===== src/rtl/mux2_rr_arbiter.sv =====
// Two-source round-robin arbiter feeding a registered output beat; owner change costs one idle cycle except direct A<->B hand-off.
// Latency valid->y is 2 cycles from IDLE, 1 cycle while owning; y_valid & ~y_ready holds y and drops the owner's ready.
module mux2_rr_arbiter #(
   parameter int WIDTH     = 8,
   parameter int MAX_BURST = 4
) (
   input  logic             clk,
   input  logic             rst,
   input  logic             a_valid,
   input  logic [WIDTH-1:0] a_data,
   output logic             a_ready,
   input  logic             b_valid,
   input  logic [WIDTH-1:0] b_data,
   output logic             b_ready,
   output logic             y_valid,
   output logic [WIDTH-1:0] y_data,
   input  logic             y_ready,
   output logic             sel
);

   localparam int CW = $clog2(MAX_BURST + 1);

   typedef enum logic [1:0] {
      IDLE  = 2'd0,
      OWN_A = 2'd1,
      OWN_B = 2'd2
   } state_t;

   state_t           state_q, state_d;
   logic             sel_q, sel_d;
   logic             y_valid_q, y_valid_d;
   logic [WIDTH-1:0] y_data_q, y_data_d;
   logic [CW-1:0]    cnt_q, cnt_d;
   logic             last_b_q, last_b_d;   // 1: B was served most recently

   logic             own_b;
   logic             own_valid;
   logic             oth_valid;
   logic [WIDTH-1:0] own_data;
   logic             own_rdy;
   logic             xfer;
   state_t           other_state;

   always_comb begin
      state_d     = state_q;
      sel_d       = sel_q;
      y_valid_d   = y_valid_q;
      y_data_d    = y_data_q;
      cnt_d       = cnt_q;
      last_b_d    = last_b_q;
      a_ready     = 1'b0;
      b_ready     = 1'b0;
      xfer        = 1'b0;

      own_b       = (state_q == OWN_B);
      own_valid   = own_b ? b_valid : a_valid;
      oth_valid   = own_b ? a_valid : b_valid;
      own_data    = own_b ? b_data  : a_data;
      other_state = own_b ? OWN_A   : OWN_B;
      own_rdy     = ~y_valid_q | y_ready;

      case (state_q)
         IDLE: begin
            cnt_d = '0;
            // On a tie the source not served last wins.
            if (a_valid && (!b_valid || last_b_q)) begin
               state_d = OWN_A;
            end else if (b_valid) begin
               state_d = OWN_B;
            end
         end
         OWN_A, OWN_B: begin
            a_ready = !own_b && own_rdy;
            b_ready =  own_b && own_rdy;
            xfer    = own_valid && own_rdy;
            if (!own_valid) begin
               state_d = oth_valid ? other_state : IDLE;
               cnt_d   = '0;
            end else if (xfer) begin
               last_b_d = own_b;
               if (cnt_q == CW'(MAX_BURST - 1)) begin
                  // Burst limit: yield only if the other side is waiting.
                  cnt_d = '0;
                  if (oth_valid) begin
                     state_d = other_state;
                  end
               end else begin
                  cnt_d = cnt_q + CW'(1);
               end
            end
         end
         default: begin
            state_d = IDLE;
            cnt_d   = '0;
         end
      endcase

      if (xfer) begin
         y_data_d  = own_data;
         y_valid_d = 1'b1;
      end else if (y_valid_q && y_ready) begin
         y_valid_d = 1'b0;
      end

      if (state_d == OWN_A) begin
         sel_d = 1'b0;
      end else if (state_d == OWN_B) begin
         sel_d = 1'b1;
      end
   end

   always_ff @(posedge clk) begin
      if (rst) begin
         state_q   <= IDLE;
         sel_q     <= 1'b0;
         y_valid_q <= 1'b0;
         y_data_q  <= '0;
         cnt_q     <= '0;
         last_b_q  <= 1'b1;
      end else begin
         state_q   <= state_d;
         sel_q     <= sel_d;
         y_valid_q <= y_valid_d;
         y_data_q  <= y_data_d;
         cnt_q     <= cnt_d;
         last_b_q  <= last_b_d;
      end
   end

   assign y_valid = y_valid_q;
   assign y_data  = y_data_q;
   assign sel     = sel_q;

endmodule

===== config.mk =====
export PLATFORM = sky130hd
export DESIGN_NAME = mux2_rr_arbiter
export DESIGN_NICKNAME = d
export VERILOG_FILES = /design/src/rtl/mux2_rr_arbiter.sv
export SDC_FILE = /design/constraint.sdc
export NUM_CORES = 1
export LEC_CHECK = 0
export CELL_PAD_IN_SITES_DETAIL_PLACEMENT = 0
export CELL_PAD_IN_SITES_GLOBAL_PLACEMENT = 2
export CORE_ASPECT_RATIO = 0.5
export CORE_MARGIN = 2
export CORE_UTILIZATION = 25
export CTS_CLUSTER_SIZE = 8
export DETAILED_ROUTE_END_ITERATION = 8
export PLACE_DENSITY_LB_ADDON = 0.1
export SLEW_MARGIN = 10
export SYNTH_ARGS = -nofsm -noshare
export SYNTH_HDL_FRONTEND = slang
export SYNTH_SLANG_ARGS = --single-unit
export TNS_END_PERCENT = 30

===== constraint.sdc =====
create_clock -name clk -period 1.9 [get_ports clk]
set_input_delay 0.285 -clock clk [delete_from_list [all_inputs] [get_ports clk]]
set_output_delay 0.285 -clock clk [all_outputs]
set_load 0.02 [all_outputs]

==> run summary, run 1 <==
TritonCTS Buffers: 3
Pin count of the biggest net entering global routing: 15
Vias per Instance: 4.30
Hpwl dp: 1750 µm
DP Cell Count: 192
RSZ-0062 raised after global routing: no
Cells after Synth: 99
Yosys warns: 0
Reg2Reg Capture Point: sel
Placed instance area: 1390 µm²
DRC: 0
CTS tree: built
CP delay by family, top: simple AND/OR/NAND/NOR gates
Cell taking the most area after synthesis: dfxtp_1
Peak VDD IR: 380 µV
Top cells by count, synth: dfxtp_1 (16), nor2_1 (11), mux2i_1 (10), a211oi_1 (8), nor3_1 (6)
Placer congestion estimate: 0.757
Max stage delay cell, worst path: or3_1
Reg2Reg Setup Slack: 0.09 ns
Synth Cell Area: 908 µm²
Tcrit/Tclk final: 95.4%
Setup tns final: 0 ns
CP Launch Type: flop
Count leader, synth: dfxtp_1
Crit path largest cell delay: 0.37 ns
FF+latch count, synth: 16
Worst R2R Start: state_q[0]
Setup crit end: sel
Port bufs: 32
Core area: 3450 µm²
Nature of the critical path endpoint: flop
P_leak: 0.000568 µW
Clock Skew: 0.00445 ns
Slew margin rel.: 79.5%
Reg2Reg Depth: 8
Power Density: 964 nW/µm²
Final Hold Fails: 0
Main flop type after synthesis: dfxtp_1
Worst Tran Pin Value: 0.306 ns
CP Cell Sequence: inv_2 > ha_4 > buf_4 > o211ai_1 > a311oi_2 > buf_4 > nor4b_1 > or3_1
Crit. path cell count: 8
PnR worst setup slack: 0.0871 ns
First-pass GRT wire length: 3580 µm
Layout cells sized above 1: 23.3%
NetSw: 482 µW
Die Ht: 46.6 µm
Drt pass-1 iters: 4
Number of flops mapped to enable cells by yosys: 0
Synth top area cells: dfxtp_1 (35%), mux2i_1 (11%), a211oi_1 (6.6%)
Vias in the first global route: 798
Worst path bufs/invs: 3
Distinct cells, synth: 32
Avg WL per Cell: 11.2 µm
Critical Path RT: 2.04 ns
Internal Pwr Total: 981 µW
Die Area: 4160 µm²
Total number of vias: 865
WP data arrival: 1.95 ns
F_max: 552 MHz
Critical Setup Path Class: flop to flop
Clk network pwr share: 20.6%
Synthesis-to-layout area growth: 66.9%
Flop pwr share: 30.3%
Sequential fraction of the synthesis area: 35.3%
Detail Route Antenna Nets: 0
Final hold slack: 0.456 ns
GRT Total Usage: 11.8%
Most frequent CP cell: buf_4
Max FO, Critical Path: 5
Row cnt: 15
Hold Crit Class: flop to flop
Clock Path Buffers: 2
Worst skew pair latency: 0.25 ns
Post-synth ARST share: 0%
Clock transition at path regs: 0.07 ns
Initial Util: 26.3%
Initial drt markers: 19
Die width: 89.2 µm
N_diodes: 0
Maxcap violations: 0
Syn_area_per_cell: 9.18 µm²
Yosys top cell area share: 35.3%
Final Setup Violations: 0
I/O pin cnt: 33
Root buffer cell: clkbuf_8
Sw Share: 32.9%
Combinational share of power: 49.1%
Antenna violations before repair: 0
Status: completed
Place WS: -0.180 ns
Cell Count, Final, Fillers Out: 201
# clock sinks: 16
Max Slew Vio Count: 0
Tmin final: 1.81 ns
Drt total wl: 2250 µm
CTS hold repair buffers: 0
Total gr overflow: 0
Final net count: 176
CTS H-Tree Depth: 1
Critical path origin: state_q[0]
Finished Cell Area: 1520 µm²
Syn_nets: 124
[power by group through the flow]
stage / sequential, µW / combinational (µW) / clock [µW]
3_5_place_dp: 445 / 676 / 0
3_3_place_gp: 446 / 682 / 0
2_1_floorplan: 501 / 301 / 0
5_1_grt: 451 / 783 / 331
6_report: 443 / 717 / 302
4_1_cts: 439 / 671 / 316
[flip-flops by register name (all words and copies together), names as in the netlist]
register	count
cnt_q	3
y_data	8
state_q	2
last_b_q	1
y_valid	1
sel	1
[layout make-up]
type	instances	area, µm²
inverters	2	7.51
flip-flops and latches	16	323
repair buffers	54	508
clock buffers	4	55.1
well taps	51	63.8
multi-input cells	74	559
fillers	346	1940
[worst min-delay path, stage by stage (launching register included)]
cell     delay, ns
dfxtp_1       0.32
nand2_1       0.06
nor3_1        0.04
[routing by layer]
| layer | vias up | wire length [µm] | track usage [%] |
|---|---|---|---|
| met3 | 0 | 196 | 6.81 |
| met4 | 0 | 0 | 1.79 |
| met2 | 24 | 931 | 18.2 |
| li1 | 460 | - | - |
| met5 | - | 0 | 0 |
| met1 | 381 | 1120 | 14.8 |
[worst min-delay path by stage]
stage                   from        to  slack, ns  cells past startpoint
floorplan           cnt_q[2]  cnt_q[2]       0.42                      2
global placement    cnt_q[2]  cnt_q[2]       0.44                      2
detailed placement  cnt_q[2]  cnt_q[2]       0.45                      2
CTS                 cnt_q[2]  cnt_q[2]       0.46                      2
global route        cnt_q[2]  cnt_q[2]       0.50                      2
finish              cnt_q[2]  cnt_q[2]       0.46                      2
[kinds of logic after synthesis]
group,after synthesis,synth area share (%)
flops,16,35.3
buf+inv,9,6.61
mux,11,12.3
compound gates,21,17.4
simple gates,38,23.0
fa+ha+maj,4,5.51
[placed cells by master (no fill, tap or decap), types with 3 or more instances in the layout]
master,Yosys,routed
nor2_1,11,11
nand2_1,5,5
buf_4,3,20
a211oi_1,8,8
or2b_1,3,3
dfxtp_1,16,14
nor3_1,6,6
clkbuf_8,0,4
clkdlybuf4s50_1,0,30
mux2i_1,10,10
[timing repair]
item	4_1_cts	5_1_grt
pin swaps	0	2
buffers inserted	0	5
hold endpoints to repair	0	0
endpoints found under the setup margin	3	4
cloned	0	0
gates resized for setup	3	9
[stage by stage]
stage / power (µW) / util (%)
detailed placement: 1120 / 40.3
global route: 1560 / 43.9
finish: 1460 / 43.9
floorplan: 802 / -
global placement: 1130 / 40.3
CTS: 1430 / 41.9
No activity file was read; power rests on OpenSTA's default activity.
==> run 2: changes to the inputs <==
Settings changed: CORE_MARGIN 2 to unset, SETUP_SLACK_MARGIN set to 0.2.
==> run 2 against run 1 <==
Compared with the run above:
- setup slack better by 0.067 ns
- via count up 3.2%
- clock skew down 0.0011 ns
- fmax up 3.8%
- critical path depth down 1
- cell count up 1.0%
- global-route usage up 1.6 points
- sequential share of layout area down 0.34 points
- count of clock-buffer cells in the layout unchanged
- register-to-register slack better by 0.07 ns
- first-iteration DRC count up 89%
- worst hold slack worse by 0.0029 ns
==> run summary, run 2 (same netlist as run 1, synthesis figures left out) <==
Critical Path RT: 2.04 ns (about the same)
Hpwl dp: 1680 µm (-4.1%)
Slew margin rel.: 75.0% (-4.5 points)
Status: completed
Die Area: 3890 µm² (-6.4%)
Worst Tran Pin Value: 0.371 ns (+0.0645 ns)
Hold Crit Class: flop to flop
Total number of vias: 893 (+3.2%)
F_max: 573 MHz (+3.8%)
Max stage delay cell, worst path: dfxtp_4
Tcrit/Tclk final: 91.9% (-3.5 points)
Placed instance area: 1410 µm² (+0.90%)
I/O pin cnt: 33 (unchanged)
Setup tns final: 0 ns (unchanged)
Reg2Reg Depth: 7 (-1)
Final Setup Violations: 0 (unchanged)
Total gr overflow: 0 (unchanged)
Final Hold Fails: 0 (unchanged)
Max Slew Vio Count: 0 (unchanged)
Tmin final: 1.75 ns (-0.0670 ns)
Clock Path Buffers: 2 (unchanged)
Final net count: 178 (+1.1%)
Nature of the critical path endpoint: flop
Finished Cell Area: 1560 µm² (+2.8%)
Root buffer cell: clkbuf_8
Avg WL per Cell: 11.8 µm (+5.7%)
Most frequent cells in the layout: clkdlybuf4s50_1 (27), buf_4 (21), dfxtp_1 (13), nor2_1 (11), mux2i_1 (10)
CP Launch Type: flop
Initial drt markers: 36 (+17)
Row cnt: 15 (unchanged)
Commonest non-fill, non-tap cell in the layout: clkdlybuf4s50_1
TritonCTS Buffers: 3 (unchanged)
Crit. path cell count: 7 (-1)
Peak VDD IR: 331 µV (-13%)
P_leak: 0.000588 µW (+3.5%)
Vias per Instance: 4.40 (+2.2%)
Die Ht: 44.6 µm (-4.3%)
RSZ-0062 raised after global routing: yes
GRT Total Usage: 13.4% (+1.6 points)
WP data arrival: 1.88 ns (-0.07 ns)
Drt pass-1 iters: 4 (unchanged)
CTS H-Tree Depth: 1 (unchanged)
Largest register FFs: 8 (unchanged)
Initial Util: 26.3% (unchanged)
Core area: 3450 µm² (unchanged)
CTS hold repair buffers: 0 (unchanged)
Hold Path Cell Cnt: 2 (unchanged)
Port bufs: 32 (unchanged)
Synthesis-to-layout area growth: 71.6%
Placer congestion estimate: 0.761 (+0.48%)
Clock transition at path regs: 0.07 ns (about the same)
Die width: 87.2 µm (-2.2%)
Drt total wl: 2400 µm (+6.7%)
Critical Setup Path Class: flop to flop
Power Density: 973 nW/µm² (+0.93%)
Crit path largest cell delay: 0.38 ns (about the same)
Vias in the first global route: 855 (+7.1%)
Max FO, Critical Path: 5 (unchanged)
CP delay by family, top: compound AO/OA/AOI/OAI gates
CP Cell Sequence: inv_2 > ha_4 > o211ai_1 > a311oi_2 > buf_4 > o32ai_1 > or3_1
# clock sinks: 16 (unchanged)
Maxcap violations: 0 (unchanged)
Worst path bufs/invs: 2 (-1)
DRC: 0 (unchanged)
Worst skew pair latency: 0.25 ns (about the same)
N_diodes: 0 (unchanged)
Layout cells sized above 1: 29.6% (+6.3 points)
Antenna violations before repair: 0 (unchanged)
Detail Route Antenna Nets: 0 (unchanged)
CTS tree: built
Clock Skew: 0.00331 ns (-0.00113 ns)
First-pass GRT wire length: 3920 µm (+9.4%)
Pin count of the biggest net entering global routing: 15 (unchanged)
run 2: cell types whose count changed in the layout (fill, tap and decap cells not counted), sizes merged:
| cell | delta |
|---|---|
| buf | +3 |
| clkdlybuf4s15 | +1 |
| clkdlybuf4s50 | -3 |
| dlygate4sd1 | -1 |
| dlygate4sd2 | +2 |
run 2: metrics by stage:
| stage | cells | util [%] | power, µW | hold WS, ns | setup slack [ns] |
|---|---|---|---|---|---|
| 6_report | 203 | 45.1 | 1520 | 0.453 | 0.154 |
| 3_5_place_dp | 193 | 40.7 | 1130 | 0.441 | -0.164 |
| 4_1_cts | 202 | 44.7 | 1510 | 0.452 | 0.186 |
| 2_1_floorplan | 99 | - | 806 | 0.418 | 0.151 |
| 3_3_place_gp | 193 | 40.7 | 1140 | 0.435 | -0.157 |
| 5_1_grt | 203 | 45.1 | 1610 | 0.480 | 0.0909 |
run 2: tightest hold or removal path, cell delays in order, from the launching register on:
cell and delay [ns]:
dfxtp_1 0.32, nand2_1 0.06, nor3_1 0.04
run 2: layer usage:
metal / vias to the layer above / GRT usage, % / share of wire (%)
met2: 26 / 20.6 / 41
met3: 0 / 5.60 / 6.8
met5: - / 0 / 0
met4: 0 / 2.95 / 0
li1: 466 / - / -
met1: 401 / 17.7 / 52
run 2: report_power, final:
part	total [µW]	leakage [µW]	internal (µW)	switching [µW]
clock	306	0.0000288	184	122
combinational	763	0.000427	421	342
sequential	449	0.000132	404	44.8
run 2: final timing paths:
check              from        to  slack [ns]
max          state_q[1]       sel        0.15
min            cnt_q[2]  cnt_q[2]        0.45
max reg2reg  state_q[1]       sel        0.15
min reg2reg    cnt_q[2]  cnt_q[2]        0.45
run 2: what timing repair did:
item / in CTS / in global routing
resized for setup: 24 / 2
pin swaps: 8 / 3
setup buffers: 5 / 1
endpoints found under the setup margin: 12 / 9
run 2: area by class of cell:
type / count / area (µm²)
Fill cell: 344 / 1890
Multi-Input combinational cell: 74 / 583
Timing Repair Buffer: 56 / 520
Sequential cell: 16 / 327
Tap cell: 51 / 63.8
Clock buffer: 4 / 55.1
Inverter: 2 / 10.0
==> run 3: changes to the inputs <==
Settings changed: ABC_AREA set to 1, CORE_UTILIZATION 25 to 21.
==> run 3 against run 2 <==
Compared with the run above:
- combinational power down 23%
- area after synthesis down 8.1%
- die area rose by 9.0%
- register-to-register slack improved by 0.15 ns
- sequential share of layout area increased by 2.2 points
- clock power about the same
- setup slack better by 0.14 ns
- cell area is 10% lower
- global-route usage shrank 1.6 points
- non-clock buffer count fell by 10
- cell count increased by 7.9%
- via count shrank 0.78%
- largest cell class unchanged
==> run summary, run 3 <==
Status: completed
Slew margin rel.: 81.8% (+6.8 points)
Die width: 91.2 µm (+4.5%)
Syn_nets: 147 (+19%)
WP data arrival: 1.33 ns (-0.55 ns)
CTS tree: built
Total number of vias: 886 (-0.78%)
Peak VDD IR: 279 µV (-16%)
Critical Path RT: 1.62 ns (-0.42 ns)
Reg2Reg Capture Point: sel
Synth Area in Compound Gates: 17.7% (+0.34 points)
Main flop type after synthesis: dfxtp_1
Drt pass-1 iters: 4 (unchanged)
Final Util: 39.0% (-6.2 points)
TritonCTS Buffers: 3 (unchanged)
Yosys warns: 0 (unchanged)
P_leak: 0.000603 µW (+2.5%)
DP Cell Count: 213 (+10%)
Maxcap violations: 0 (unchanged)
Layout cells sized above 1: 19.6% (-10 points)
Post-Synth XOR/XNOR Area: 0% (unchanged)
I/O pin cnt: 33 (unchanged)
Cells after Synth: 122 (+23%)
Avg WL per Cell: 10.3 µm (-13%)
Synth top area cells: dfxtp_1 (38%), nand2_1 (17%), o21ai_0 (6.6%)
Die Area: 4250 µm² (+9.0%)
Vias per Instance: 4.05 (-8.0%)
Final net count: 194 (+9.0%)
Synth Cell Area: 835 µm² (-8.1%)
Tcrit/Tclk final: 84.8% (-7.1 points)
Placed instance area: 1300 µm² (-7.4%)
Detail Route Antenna Nets: 0 (unchanged)
Critical Setup Path Class: flop to primary output
Largest register FFs: 8 (unchanged)
Reg2Reg Depth: 15 (+8)
Root buffer cell: clkbuf_8
Tmin final: 1.61 ns (-0.135 ns)
Count leader, synth: nand2_1
Largest family of logic cells by synthesized area: simple AND/OR/NAND/NOR gates
Critical path origin: state_q[0]
Number of flops mapped to enable cells by yosys: 0 (unchanged)
Cell taking the most area after synthesis: dfxtp_1
Setup crit end: a_ready
Hold Crit Class: flop to flop
Max stage delay cell, worst path: dfxtp_2
N_diodes: 0 (unchanged)
Gr busiest metal: met2
Yosys top cell area share: 38.4% (+3.1 points)
FF+latch count, synth: 16 (unchanged)
GRT Total Usage: 11.8% (-1.6 points)
Routing usage on met3: 4.29% (-1.3 points)
Distinct cells, synth: 18 (-44%)
Hpwl dp: 1760 µm (+4.9%)
Adder and majority gate portion of the synthesized area: 6.00% (+0.49 points)
Top cells by count, synth: nand2_1 (38), dfxtp_1 (16), inv_1 (14), o21ai_0 (11), nor2_1 (9)
Final Setup Violations: 0 (unchanged)
Port bufs: 32 (unchanged)
Finished Cell Area: 1400 µm² (-10%)
Core area: 3600 µm² (+4.3%)
Post-synth ARST share: 0% (unchanged)
DRC: 0 (unchanged)
Antenna violations before repair: 0 (unchanged)
Most frequent cells in the layout: nand2_1 (35), clkdlybuf4s50_1 (30), dfxtp_1 (14), inv_1 (13), buf_4 (13)
F_max: 621 MHz (+8.4%)
Max Slew Vio Count: 0 (unchanged)
CTS hold repair buffers: 0 (unchanged)
Syn_area_per_cell: 6.84 µm² (-25%)
Setup tns final: 0 ns (unchanged)
Final Hold Fails: 0 (unchanged)
Vias in the first global route: 788 (-7.8%)
Clock Path Buffers: 2 (unchanged)
Multiplexer share of the synthesized area: 0% (-12 points)
RSZ-0062 raised after global routing: yes
Initial Util: 23.2% (-3.1 points)
Met1 Usage GRT: 14.9% (-2.9 points)
Crit path largest cell delay: 0.36 ns (-0.02 ns)
Placer congestion estimate: 0.706 (-7.3%)
Synthesis-to-layout area growth: 68.2%
Nature of the critical path endpoint: primary output
Commonest non-fill, non-tap cell in the layout: nand2_1
Total gr overflow: 0 (unchanged)
Worst Tran Pin Value: 0.272 ns (-0.0982 ns)
Clock Skew: 0.00349 ns (+0.000181 ns)
CP Launch Type: flop
Max FO, Critical Path: 4 (-1)
CTS H-Tree Depth: 1 (unchanged)
CP Cell Sequence: inv_4 > ha_1 > inv_1 > nor3_1 > buf_2
Simple-Gate Fraction of Synth Area: 28.8% (+5.8 points)
First-pass GRT wire length: 3680 µm (-6.0%)
Row cnt: 15 (unchanged)
Worst skew pair latency: 0.25 ns (about the same)
Drt total wl: 2270 µm (-5.7%)
Initial drt markers: 29 (-19%)
Routing usage on met2: 19.2% (-1.4 points)
Cell Count, Final, Fillers Out: 219 (+7.9%)
Clock transition at path regs: 0.07 ns (about the same)
Pin count of the biggest net entering global routing: 19 (+4)
Reg2Reg Setup Slack: 0.30 ns (+0.15 ns)
Power Density: 945 nW/µm² (-3.0%)
Worst R2R Start: state_q[0]
Die Ht: 46.6 µm (+4.4%)
# clock sinks: 16 (unchanged)
Sequential fraction of the synthesis area: 38.4% (+3.1 points)
==> run 3: timing repair <==
item                                    in CTS  in global routing
gates cloned                                 0                  0
endpoints found under the setup margin      14                 12
pin swaps                                    0                  5
resized for setup                           10                 10
buffers inserted                             0                  2
==> run 3: worst min path at each step <==
| stage | start | end | slack, ns | cells past startpoint |
|---|---|---|---|---|
| 2_1_floorplan | rst | state_q[0] | 0.36 | 1 |
| 3_3_place_gp | cnt_q[2] | cnt_q[2] | 0.44 | 2 |
| 3_5_place_dp | cnt_q[2] | cnt_q[2] | 0.45 | 2 |
| 4_1_cts | cnt_q[2] | cnt_q[2] | 0.46 | 2 |
| 5_1_grt | cnt_q[2] | cnt_q[2] | 0.49 | 2 |
| 6_report | cnt_q[2] | cnt_q[2] | 0.45 | 2 |
==> run 3: where the power goes <==
part           total, µW  leakage, µW  switching [µW]  internal, µW
Clock                308    0.0000288             124           184
Combinational        588     0.000442             305           283
Sequential           430     0.000132            33.1           397
Total               1330     0.000603             462           864
==> run 3: layer usage <==
| layer | wire, µm | part of all wire [%] | up-vias |
|---|---|---|---|
| met4 | 19 | 0.84 | 0 |
| met3 | 102 | 4.5 | 2 |
| met2 | 972 | 43 | 20 |
| met1 | 1170 | 52 | 378 |
| met5 | 0 | 0 | - |
| li1 | - | - | 486 |
==> run 3: final cells by class <==
class                      instances  area (µm²)
inverter                          15        58.8
tap                               51        63.8
fill                             391        2200
clock buffer                       4        55.1
timing repair buffer              46         433
sequential                        16         325
multi-input combinational         87         468
==> run 3: through the flow <==
step / hold slack, ns / setup WS, ns / total power (µW)
global placement: 0.437 / 0.0149 / 1010
detailed placement: 0.448 / 0.00383 / 1000
floorplan: 0.357 / 0.264 / 725
finish: 0.450 / 0.289 / 1330
CTS: 0.459 / 0.216 / 1320
global route: 0.491 / 0.118 / 1420
==> run 3: worst max-delay path, delay by kind of cell, from the launching register on <==
family	cells	cell delay, ns
fa+ha+maj	1	0.29
flops	1	0.36
simple gates	1	0.14
buf+inv	3	0.29
==> run 3: logic make-up (layout without fill, tap and decap cells) <==
| group | after synthesis | in the layout |
|---|---|---|
| simple gates | 57 | 57 |
| compound gates | 26 | 26 |
| buf+inv | 19 | 65 |
| flops | 16 | 16 |
| fa+ha+maj | 4 | 4 |
